File: src/rtl/airi5c_sim_console_pkg.sv
// Shared constants and types for the AIRI5C simulation console: register
// stride, exit-register offset, pass value and the HTRANS encodings.
package airi5c_sim_console_pkg;

  localparam int unsigned CH_STRIDE = 4;
  localparam logic [31:0] PASS_VALUE = 32'd1;

  localparam logic [1:0] HTRANS_IDLE   = 2'b00;
  localparam logic [1:0] HTRANS_BUSY   = 2'b01;
  localparam logic [1:0] HTRANS_NONSEQ = 2'b10;
  localparam logic [1:0] HTRANS_SEQ    = 2'b11;

  typedef enum logic [1:0] {
    TGT_NONE = 2'd0,
    TGT_CON  = 2'd1,
    TGT_EXIT = 2'd2
  } tgt_e;

  typedef struct packed {
    logic [3:0] ch;
    logic [7:0] data;
  } con_entry_t;

  // Byte offset of the exit register: it sits right after the last channel.
  function automatic logic [31:0] exit_offset(input int unsigned num_ch);
    return 32'(num_ch * CH_STRIDE);
  endfunction

endpackage

File: src/rtl/airi5c_sync_fifo.sv
// Synchronous FIFO with fall-through head; a push into a full FIFO is
// accepted when a pop happens in the same cycle.
module airi5c_sync_fifo #(
  parameter int WIDTH = 8,
  parameter int DEPTH = 16
) (
  input  logic             clk_i,
  input  logic             rst_ni,
  input  logic             push,
  input  logic [WIDTH-1:0] wdata,
  input  logic             pop,
  output logic [WIDTH-1:0] rdata,
  output logic             full,
  output logic             empty
);

  localparam int AW = $clog2(DEPTH);

  logic [WIDTH-1:0] mem [DEPTH];
  logic [AW-1:0]    wr_ptr;
  logic [AW-1:0]    rd_ptr;
  logic [AW:0]      count;
  logic             do_push;
  logic             do_pop;

  assign full    = (count == (AW+1)'(DEPTH));
  assign empty   = (count == '0);
  assign do_pop  = pop && !empty;
  assign do_push = push && (!full || do_pop);
  assign rdata   = mem[rd_ptr];

  always_ff @(posedge clk_i or negedge rst_ni) begin
    if (!rst_ni) begin
      wr_ptr <= '0;
      rd_ptr <= '0;
      count  <= '0;
    end else begin
      // Pointers wrap naturally since DEPTH is a power of two.
      if (do_push) wr_ptr <= wr_ptr + AW'(1);
      if (do_pop)  rd_ptr <= rd_ptr + AW'(1);
      case ({do_push, do_pop})
        2'b10:   count <= count + (AW+1)'(1);
        2'b01:   count <= count - (AW+1)'(1);
        default: count <= count;
      endcase
    end
  end

  always_ff @(posedge clk_i) begin
    if (do_push) mem[wr_ptr] <= wdata;
  end

endmodule

File: src/rtl/airi5c_sim_console.sv
// Passive HASTI snooper: console channel bytes into a FIFO/stream, exit
// register status and cycle counter. Watchdog enabled by AIRI5C_SIM_CONSOLE_WDT_EN.
module airi5c_sim_console
  import airi5c_sim_console_pkg::*;
#(
  parameter logic [31:0] BASE_ADDR  = 32'hC000_0200,
  parameter int          NUM_CH     = 2,
  parameter int          FIFO_DEPTH = 16,
  parameter logic [31:0] WDT_CYCLES = 32'd1_000_000
) (
  input  logic        clk_i,
  input  logic        rst_ni,
  input  logic [31:0] haddr_i,
  input  logic [1:0]  htrans_i,
  input  logic        hwrite_i,
  input  logic        hready_i,
  input  logic [31:0] hwdata_i,
  output logic        valid_o,
  input  logic        ready_i,
  output logic [7:0]  char_o,
  output logic [3:0]  ch_o,
  output logic        done_o,
  output logic        pass_o,
  output logic [30:0] exit_code_o,
  output logic        overflow_o,
  output logic [15:0] drop_cnt_o,
  output logic        timeout_o,
  output logic [31:0] cycles_o
);

  localparam logic [31:0] EXIT_WORD = exit_offset(NUM_CH) / CH_STRIDE;

  logic [31:0] off_word;
  logic        con_hit;
  logic        exit_hit;
  logic        addr_ok;
  tgt_e        tgt_q;
  logic [3:0]  ch_q;

  // Word index relative to the window; addresses below BASE wrap to huge values.
  assign off_word = (haddr_i - BASE_ADDR) >> 2;
  assign con_hit  = (off_word < 32'(NUM_CH));
  assign exit_hit = (off_word == EXIT_WORD);
  assign addr_ok  = hready_i && hwrite_i &&
                    ((htrans_i == HTRANS_NONSEQ) || (htrans_i == HTRANS_SEQ));

  always_ff @(posedge clk_i or negedge rst_ni) begin
    if (!rst_ni) begin
      tgt_q <= TGT_NONE;
      ch_q  <= '0;
    end else if (hready_i) begin
      if (addr_ok && con_hit)       tgt_q <= TGT_CON;
      else if (addr_ok && exit_hit) tgt_q <= TGT_EXIT;
      else                          tgt_q <= TGT_NONE;
      ch_q <= off_word[3:0];
    end
  end

  logic       dp_con;
  logic       dp_exit;
  logic       pop;
  logic       push;
  logic       drop;
  logic       fifo_full;
  logic       fifo_empty;
  con_entry_t wr_entry;
  con_entry_t head;

  assign dp_con   = hready_i && (tgt_q == TGT_CON);
  assign dp_exit  = hready_i && (tgt_q == TGT_EXIT);
  assign pop      = valid_o && ready_i;
  assign push     = dp_con && (!fifo_full || pop);
  assign drop     = dp_con && fifo_full && !pop;
  assign wr_entry = '{ch: ch_q, data: hwdata_i[7:0]};

  airi5c_sync_fifo #(
    .WIDTH ($bits(con_entry_t)),
    .DEPTH (FIFO_DEPTH)
  ) u_fifo (
    .clk_i  (clk_i),
    .rst_ni (rst_ni),
    .push   (push),
    .wdata  (wr_entry),
    .pop    (pop),
    .rdata  (head),
    .full   (fifo_full),
    .empty  (fifo_empty)
  );

  assign valid_o = !fifo_empty;
  assign char_o  = head.data;
  assign ch_o    = head.ch;

  always_ff @(posedge clk_i or negedge rst_ni) begin
    if (!rst_ni) begin
      overflow_o  <= 1'b0;
      drop_cnt_o  <= '0;
      done_o      <= 1'b0;
      pass_o      <= 1'b0;
      exit_code_o <= '0;
      cycles_o    <= '0;
    end else begin
      if (drop) begin
        overflow_o <= 1'b1;
        if (drop_cnt_o != 16'hFFFF) drop_cnt_o <= drop_cnt_o + 16'd1;
      end
      // A zero exit value is treated as "no exit" and only the first exit counts.
      if (dp_exit && (hwdata_i != 32'd0) && !done_o) begin
        done_o      <= 1'b1;
        pass_o      <= (hwdata_i == PASS_VALUE);
        exit_code_o <= hwdata_i[31:1];
      end
      if (!done_o && (cycles_o != '1)) cycles_o <= cycles_o + 32'd1;
    end
  end

`ifdef AIRI5C_SIM_CONSOLE_WDT_EN
  always_ff @(posedge clk_i or negedge rst_ni) begin
    if (!rst_ni) begin
      timeout_o <= 1'b0;
    end else if (!done_o && (cycles_o == WDT_CYCLES - 32'd1)) begin
      timeout_o <= 1'b1;
    end
  end
`else
  assign timeout_o = 1'b0;
`endif

endmodule

File: config.mk
export PLATFORM = sky130hd
export DESIGN_NAME = airi5c_sim_console
export DESIGN_NICKNAME = d
export VERILOG_FILES = /design/src/rtl/airi5c_sim_console_pkg.sv /design/src/rtl/airi5c_sync_fifo.sv /design/src/rtl/airi5c_sim_console.sv
export SDC_FILE = /design/constraint.sdc
export NUM_CORES = 1
export LEC_CHECK = 0
export CAP_MARGIN = 25
export CORE_MARGIN = 5
export CORE_UTILIZATION = 50
export DETAILED_ROUTE_END_ITERATION = 10
export DONT_BUFFER_PORTS = 1
export MAX_ROUTING_LAYER = met4
export PLACE_DENSITY = 0.74
export SLEW_MARGIN = 15
export SYNTH_ARGS = -nofsm -noshare
export SYNTH_HDL_FRONTEND = slang
export SYNTH_HIERARCHICAL = 1
export SYNTH_SLANG_ARGS = --single-unit
File: constraint.sdc
create_clock -name clk_i -period 3.2 [get_ports clk_i]
set_input_delay 0.8 -clock clk_i [delete_from_list [all_inputs] [get_ports clk_i]]
set_output_delay 0.8 -clock clk_i [all_outputs]
set_load 0.01 [all_outputs]
# After elaboration in Yosys (flattened, before gate mapping)
# Memory sizes are Yosys's and may differ from the RTL's.
# Index checks and enable logic that the tools add are counted.
dict set report op_classes {
  addsub 7
  order_cmp 1
  eq_ne 11
  muxes 5
  reduce_logical 26
}
# op count
set op_table {}
lappend op_table {{$add 32x1->32 const B} 1}
lappend op_table {{$eq 32x1->1 const B} 1}
lappend op_table {{$ne 32x32->1 const B} 1}
lappend op_table {{$reduce_bool 32->1} 1}
lappend op_table {{$sub 32x32->32 const B} 1}
lappend op_table {{$eq 30x2->1 const B} 1}
lappend op_table {{$lt 30x2->1 const B} 1}
lappend op_table {{$add 16x1->16 const B} 1}
lappend op_table {{$ne 16x16->1 const B} 1}
lappend op_table {{$logic_and 1x1->1} 15}
lappend op_table {{$pmux 5 s2} 1}
lappend op_table {{$add 4x1->4 const B} 2}
lappend op_table {{$eq 2x2->1 const B} 4}
lappend op_table {{$add 5x1->5 const B} 1}
lappend op_table {{$eq 5x5->1 const B} 1}
lappend op_table {{$logic_not 5->1} 1}
lappend op_table {{$sub 5x1->5 const B} 1}
lappend op_table {{$eq 2x1->1 const B} 2}
lappend op_table {{$logic_not 1->1} 4}
lappend op_table {{$mux 2} 2}
lappend op_table {{$logic_or 1x1->1} 3}
lappend op_table {{$mux 1} 2}
lappend op_table {{$reduce_and 2->1} 1}
lappend op_table {{$reduce_bool 2->1} 1}
dict set report word_totals {
  register_bits 101
  ram_bits 192
  input_bits 71
  out_inout_bits 96
  mem_count 1
}
# memory depth width read_ports rd_clocked_by_memory_dff wr line_no
set memory_table {}
lappend memory_table {u_fifo.mem 16 12 1 0 1 airi5c_sync_fifo.sv:19} ;# logic [WIDTH-1:0] mem [DEPTH];

# Depth between registers and ports, before layout
# Gate-level depths: netlist (run 1).
dict set report depth {
  word_depth 8
  ltp_mapped 15
  mapped_depth_nobuf 13
}

# Modules after synthesis
# The synthesis (run 1) kept the hierarchy.
# mod n_inst cells_each area_each_um2 seq_area_each_um2
set by_module_without_submodules {}
lappend by_module_without_submodules {airi5c_sync_fifo 1 403 8152.8 6090.8}
lappend by_module_without_submodules {airi5c_sim_console 1 364 4252.8 2202.1}

# Worst setup path before layout (run 1)
# Ideal clock, no wire load.
dict set report synth_timing {
  path_kind {in2reg}
  from {in ready_i}
  to {mem u_fifo/mem[3][0] in the netlist's numbering, enable pin}
  t_arrival_ns 2.835
  setup_slack_ns -0.031
  stages 7
  path_cell_list {nor2b_1 -> nor2b_1 -> nor2_1 -> clkbuf_1 -> buf_2 -> nand2_1 -> nor3_1}
}
dict set report synth_via {
  elab_chain_len 6
}
# element line_no
set synth_lines {}
lappend synth_lines {{start: declaration} airi5c_sim_console.sv:19} ;# input logic ready_i,
lappend synth_lines {{$logic_and 1x1->1} airi5c_sim_console.sv:71} ;# assign pop = valid_o && ready_i;
lappend synth_lines {{$logic_or 1x1->1} airi5c_sim_console.sv:72} ;# assign push = dp_con && (!fifo_full || pop);
lappend synth_lines {{$logic_and 1x1->1} airi5c_sim_console.sv:72}
lappend synth_lines {{net push} airi5c_sim_console.sv:62} ;# logic push;
lappend synth_lines {{$logic_and 1x1->1} airi5c_sync_fifo.sv:29} ;# assign do_push = push && (!full || do_pop);
lappend synth_lines {{$mux 1} airi5c_sync_fifo.sv:50} ;# if (do_push) mem[wr_ptr] <= wdata;
lappend synth_lines {{$mux 1 (not written as such)} airi5c_sync_fifo.sv:50}
lappend synth_lines {{end: declaration} airi5c_sync_fifo.sv:19}
# The timed path passes the listed nets, and every way through them passes these cells.

# Worst setup path in the final report (run 1)
dict set report layout_timing {
  from {reg u_fifo.rd_ptr[0]}
  to {out ch_o[3]}
}
dict set report layout_via {
  elab_chain_len 1
}
# element line_no
set layout_lines {}
lappend layout_lines {{start: declaration} airi5c_sync_fifo.sv:21} ;# logic [AW-1:0] rd_ptr;
lappend layout_lines {{start signal: assignment} airi5c_sync_fifo.sv:40} ;# if (do_pop) rd_ptr <= rd_ptr + AW'(1);
lappend layout_lines {{$mem_v2 16x12} -}
lappend layout_lines {{end: declaration} airi5c_sim_console.sv:21} ;# output logic [3:0] ch_o,
# No other way between the ends.

==> results of run 1 <==
## stage by stage
| stage | power, uW | TNS (ns) |
|---|---|---|
| 2_1_floorplan | 5900 | -0.121 |
| 3_3_place_gp | 6330 | 0 |
| 3_5_place_dp | 6400 | 0 |
| 4_1_cts | 9740 | 0 |
| 5_1_grt | 10100 | 0 |
| 6_report | 9650 | 0 |
## cell usage in the layout (no fill, tap or decap), drive strengths merged, types with 8 or more instances in the layout
master  instances
nor3           17
nor4           16
nor2           34
nand2b          8
nand3          30
mux2           38
nand4          15
xor2           14
xnor2          42
ha             11
nand2          39
inv            20
clkbuf         37
edfxtp        192
clkinv         10
mux4           48
buf            35
dfrtp         101
and3            8
a22oi          25
## kinds of logic after synthesis
logic type | count (synthesis) | synth area share, %
AOI/OAI and AO/OA | 57 | 3.78
xor gates and xnor gates | 56 | 3.95
adders and majority gates | 12 | 1.27
buffers and inverters | 46 | 1.92
DFF | 293 | 66.8
muxes | 89 | 12.4
other | 1 | 0.0302
and+or+nand+nor | 213 | 9.79
## worst reg2reg max path, cell delays in order (launching register included)
cell and delay [ns]:
dfrtp_1 0.43, nor4_4 0.32, nand2b_1 0.15, inv_1 0.15, nor2b_1 0.14, nor2b_1 0.13, nor2_1 0.06, or2_2 0.31
fa_1 0.40, nand2b_1 0.17, a211o_1 0.28, o31a_1 0.11, o211ai_1 0.15
## worst paths after layout
check / from / end / cells after the start
setup reg to reg: u_fifo/count[1] / u_fifo/count[4] / 12
min in group clk_i: hwdata_i[3] / u_fifo/mem[2][3] / 0
hold / removal: rst_ni / exit_code_o[10] / 1
hold reg to reg: u_fifo/wr_ptr[3] / u_fifo/wr_ptr[3] / 1
max in group asynchronous: rst_ni / u_fifo/rd_ptr[1] / 1
setup / recovery: u_fifo/rd_ptr[0] / ch_o[3] / 4
## power by group
| part | total [uW] | switching [uW] | internal (uW) |
|---|---|---|---|
| registers | 4310 | 178 | 4140 |
| clock network | 3270 | 1370 | 1890 |
| logic | 2070 | 1060 | 1010 |
## layout make-up
type                    count  area [um2]
repair buffers             35         340
well taps                 324         405
clock inverters            16         139
fillers                  1871       10400
inverters                  19        71.3
clock buffers              37         786
multi-input cells         428        3900
flip-flops and latches    293        8300
## synthesized netlist by cell type, types with 12 or more instances
library cell  count  share of area [%]
edfxtp_1        192                 46
dfrtp_1         101                 20
mux4_2           48                8.7
xnor2_1          42                3.0
nand2_1          39                1.2
mux2_1           33                3.0
nor2_1           33                1.0
nand3_1          30                1.2
a22oi_1          25                1.5
inv_1            19               0.57
nor3_1           15               0.61
nand4_1          14               0.71
xor2_1           14               0.99
clkbuf_1         12               0.36
## routing by layer
metal / up-vias / track usage (%) / routed length (um)
met4: 0 / 4.90 / 558
met2: 214 / 29.8 / 13000
met1: 3454 / 23.5 / 9940
met3: 41 / 4.79 / 1790
li1: 3046 / - / -
met5: - / - / 0
## state kept, by name, indices dropped and copies added (netlist names)
register / cells
done_o: 1
u_fifo/mem: 192
tgt_q: 2
pass_o: 1
cycles_o: 32
u_fifo/wr_ptr: 4
exit_code_o: 31
ch_q: 4
overflow_o: 1
u_fifo/rd_ptr: 4
drop_cnt_o: 16
u_fifo/count: 5
## what timing repair did
item | in CTS | in global routing
endpoints found under the hold margin | 101 | 0
setup buffers | 1 | 1
hold buffers | 1 | 0
endpoints found under the setup margin | 7 | 2
resized for setup | 1 | 0
==> results.json, run 1 <==
{
  "grt_pass1_vias": 7088,
  "initial_core_util_pct": 50.9,
  "start_kind": "register",
  "path_clk_slew_ns": 0.06,
  "yosys_most_used_dff": "edfxtp_1",
  "numCtsBuffers": 29,
  "track_usage_pct": 18.4,
  "path_cells": "buf_12 -> mux4_2 -> a22oi_1 -> nand2_1",
  "io_pins": 167,
  "cts_sinks": 293,
  "fmax_mhz": 330,
  "crit_required_ns": 2.40,
  "die_height_um": 168,
  "status": "completed",
  "yosysUniqueCellTypes": 63,
  "fin_util_pct": 57.2,
  "finalSetupViolCount": 0,
  "async_flop_share_pct": 34.5,
  "worst_slack_ns": 0.165,
  "rsz0062_at_grt": "no",
  "worst-path-max-fanout": 10,
  "syn2layout_area_growth_pct": 12.4,
  "num_rows": 57,
  "antennaDiodeCount": 0,
  "hold_ws_ns": 0.172,
  "drc": 0,
  "grt_antenna_before_repair": 0,
  "vias": 6755,
  "peakVddDrop_mv": 0.503,
  "die-area_um2": 28100,
  "critPathBufInv": 1,
  "power_density_nw_per_um2": 692,
  "hold_viol_final": 0,
  "grt_overflow": 0,
  "instances_no_fill": 1152,
  "cp_slowest_stage_delay_ns": 0.50,
  "crit_type": "reg -> out",
  "reg2reg_setup_slack_ns": 0.34,
  "maxCapViolCount": 0,
  "slew_headroom_pct": 45.6,
  "yosys_register_bits": 293,
  "vias_per_cell": 5.86,
  "nNetsFinal": 889,
  "grt_pass1_wl_mm": 40.0,
  "ys_seq_area_share_pct": 66.8,
  "grt_max_degree": 102,
  "worstPathArrival_ns": 2.23,
  "synth_area_per_cell_um2": 16.2,
  "dp_hpwl_mm": 17.0,
  "synth_nets": 850,
  "place_congestion": 0.807,
  "wl_per_cell_um": 22.0,
  "pre_cts_slack_ns": 0.317,
  "cts_root_buffer": "clkbuf_16",
  "drive_gt1_share_pct": 19.3,
  "finalCriticalPeriod_ns": 3.03,
  "insertion_delay_ns": 0.55,
  "finalCritPeriodShare_pct": 94.8,
  "endpoint_kind": "primary output",
  "hold_path_class": "in -> async",
  "core_um2": 24400,
  "tritoncts": "yes",
  "final_cell_area_um2": 13900,
  "wl_mm": 25.3,
  "cpLargestDelayFamily": "flip-flops",
  "power_leakage_uw": 0.00519,
  "die_x_um": 168,
  "dr.pass1.iters": 4,
  "yosys_warnings": 6,
  "final_antenna_net_count": 0,
  "cts_buffer_depth": 3,
  "fin_worst_skew_ns": 0.0181,
  "worst_path_max_delay_cell": "dfrtp_4",
  "maxSlewViolCount": 0,
  "synthesis.area_um2": 12400,
  "port_buffers": 0,
  "tightest_slew_ns": 0.812,
  "placed_cells": 1095,
  "htreeDepth": 1,
  "drtIter0Drc": 386,
  "synth_edf_count": 192,
  "dpl-instance-area_um2": 12900,
  "synth_cells": 767
}
Note: power is estimated with default switching activity, not from simulation.
==> run 2, diff against run 1 <==
SKIP_LAST_GASP = 1   (was default)
SYNTH_HIERARCHICAL = default   (was 1)
==> run 2 against run 1 <==
  * Count of clock-buffer cells in the layout grew 2
  * Sequential cell count is the same
  * Setup slack lost 0.13 ns
  * Synthesized cell count shrank 7.7%
  * Final area grew 0.11%
  * Via count shrank 3.8%
  * Combinational power shrank 2%
  * Die area shrank 1.8%
  * Largest power group unchanged
  * Global-route usage grew 1.3 points
  * Power grew 3.1%
  * Cell count shrank 4.8%
  * Utilization grew 0.74 points
==> results.json, run 2 <==
{
  "status": "completed",
  "htreeDepth": 1,
  "insertion_delay_ns": 0.54,
  "slew_headroom_pct": 44.9,
  "ys_seq_area_share_pct": 68.2,
  "synthTopCellsByArea": "edfxtp_1 47%, dfrtp_1 21%, mux4_2 11%",
  "vias_per_cell": 5.92,
  "final_antenna_net_count": 0,
  "vias": 6497,
  "hold_ws_ns": 0.169,
  "drtIter0Drc": 456,
  "initial_core_util_pct": 50.5,
  "synthesis.area_um2": 12200,
  "cts_buffer_depth": 3,
  "numCtsBuffers": 30,
  "wl_mm": 27.0,
  "grt_pass1_wl_mm": 41.4,
  "port_buffers": 0,
  "grt_antenna_before_repair": 0,
  "track_usage_pct": 19.8,
  "r2r-end": "u_fifo.count[4]",
  "grt_max_degree": 102,
  "yosys_register_bits": 293,
  "antennaDiodeCount": 0,
  "finalCriticalPeriod_ns": 3.16,
  "largest_reg_flops": 192,
  "endpoint_kind": "primary output",
  "final_cell_mix": "192 x edfxtp_1, 99 x dfrtp_1, 60 x mux4_2",
  "maxCapViolCount": 0,
  "peakVddDrop_mv": 0.389,
  "drive_gt1_share_pct": 26.4,
  "grt_overflow": 0,
  "crit_required_ns": 2.40,
  "setup.worst_path.end": "char_o[5]",
  "num_rows": 57,
  "reg2reg_from": "u_fifo.count[0]",
  "yosys_most_used_dff": "edfxtp_1",
  "yosys_warnings": 0,
  "ff2ff_path_depth": 10,
  "synth_top_cell_by_area": "edfxtp_1",
  "maxSlewViolCount": 0,
  "crit_type": "reg -> out",
  "top_usage_layer": "met2",
  "dp_hpwl_mm": 17.6,
  "die_x_um": 166,
  "grt_pass1_vias": 7020,
  "final_common_cell": "edfxtp_1",
  "worst-path-max-fanout": 7,
  "multi_input_area_um2": 3720,
  "seqCellArea_um2": 8300,
  "power_density_nw_per_um2": 713,
  "cts_root_buffer": "clkbuf_16",
  "synth_top_area_share_pct": 47.4,
  "place_congestion": 0.889,
  "core_um2": 24100,
  "top_regs": "u_fifo.mem x192, cycles_o x32, exit_code_o x31",
  "power_leakage_uw": 0.00522,
  "gr-usage-met1_pct": 24.5,
  "regMostFlops": "u_fifo.mem",
  "start_kind": "register",
  "power.total_uw": 9950,
  "wl_per_cell_um": 24.6,
  "rsz0062_at_grt": "yes",
  "use_met2_pct": 32.6,
  "yosysUniqueCellTypes": 53,
  "drc": 0,
  "syn2layout_area_growth_pct": 14.8,
  "synth_cells": 708,
  "fmax_mhz": 316,
  "finalSetupViolCount": 0,
  "die_height_um": 166,
  "synthTopCellsByCount": "192 x edfxtp_1, 101 x dfrtp_1, 60 x mux4_2",
  "use_met3_pct": 6.05,
  "finalCritPeriodShare_pct": 98.8,
  "io_pins": 167,
  "worstPathArrival_ns": 2.36,
  "synth_nets": 792,
  "tightest_slew_ns": 0.827,
  "hold_viol_final": 0,
  "fillers": 1833,
  "nNetsFinal": 835,
  "path_clk_slew_ns": 0.06,
  "dr.pass1.iters": 5,
  "fin_worst_skew_ns": 0.0114,
  "hold_path_class": "in -> async",
  "yosysMostFrequentCell": "edfxtp_1",
  "crit_start": "u_fifo.rd_ptr[0]",
  "die-area_um2": 27500,
  "async_flop_share_pct": 34.5,
  "tritoncts": "yes",
  "synth_area_per_cell_um2": 17.2,
  "cts_sinks": 293,
  "reg2reg_setup_slack_ns": 0.22,
  "synth_edf_count": 192
}
-- run 2: area by class of cell --
| cell class | instances | share of cell area (%) |
|---|---|---|
| tap | 324 | 2.90 |
| clock inverter | 15 | 1.11 |
| sequential | 293 | 59.5 |
| multi-input combinational | 373 | 26.7 |
| clock buffer | 39 | 6.37 |
| inverter | 15 | 0.403 |
| timing repair buffer | 38 | 3.07 |
-- run 2: worst max-delay path, stage by stage (launching register included) --
cell	delay, ns
dfrtp_4	0.42
clkbuf_4	0.20
clkbuf_16	0.18
mux4_2	0.50
mux4_2	0.52
-- run 2: report_power, final --
part | total [uW] | switching, uW | leakage (uW) | internal [uW]
registers | 4330 | 193 | 0.00309 | 4140
logic | 2030 | 858 | 0.00161 | 1170
clock network | 3600 | 1410 | 0.000514 | 2190
-- run 2: cells by family (layout without fill, tap and decap cells) --
family	after synthesis	count (layout)	synth area share, %
DFF	293	293	68.2
and+or+nand+nor	164	164	7.72
muxes	99	99	14.7
xor gates and xnor gates	58	58	4.18
buffers and inverters	42	107	1.50
AOI/OAI and AO/OA	38	38	2.27
adders and majority gates	13	13	1.40
other	1	1	0.0308
-- run 2: what timing repair did --
item | CTS | global route
setup endpoints to repair | 12 | 6
endpoints found under the hold margin | 101 | 0
resized for setup | 2 | 1
buffers inserted | 3 | 3
cloned | 0 | 2
hold buffers | 1 | 0
-- run 2: worst min-delay path by stage --
stage / start / endpoint / depth (start not counted)
after floorplan: u_fifo.count[4] / u_fifo.count[4] / 1
after global placement: u_fifo.count[4] / u_fifo.count[4] / 1
after detailed placement: u_fifo.count[4] / u_fifo.count[4] / 1
after CTS: rst_ni / exit_code_o[20] / 1
after global routing: rst_ni / exit_code_o[20] / 1
final: rst_ni / exit_code_o[20] / 1
-- run 2: stage by stage --
step           area (um2)  std cells  setup slack, ns  setup TNS (ns)  utilization (%)
3_3_place_gp        12800       1034            0.181               0             53.0
3_5_place_dp        12800       1034            0.149               0             53.0
6_report            14000       1097           0.0393               0             57.9
5_1_grt             14000       1097          -0.0196         -0.0618             57.9
4_1_cts             13900       1092          -0.0234         -0.0325             57.5
2_1_floorplan       12200        708           0.0443               0                -
-- run 2: layer usage --
| metal | routed length [um] | part of all wire, % |
|---|---|---|
| met3 | 2380 | 8.8 |
| met2 | 13800 | 51 |
| met5 | 0 | 0 |
| met4 | 428 | 1.6 |
| met1 | 10400 | 38 |
==> run 3, diff against run 2 <==
ABC_CLOCK_PERIOD_IN_PS = 3200   (was default)
==> results of run 3 <==
No change in the layout: final DEF, timing and power equal those of run 2.
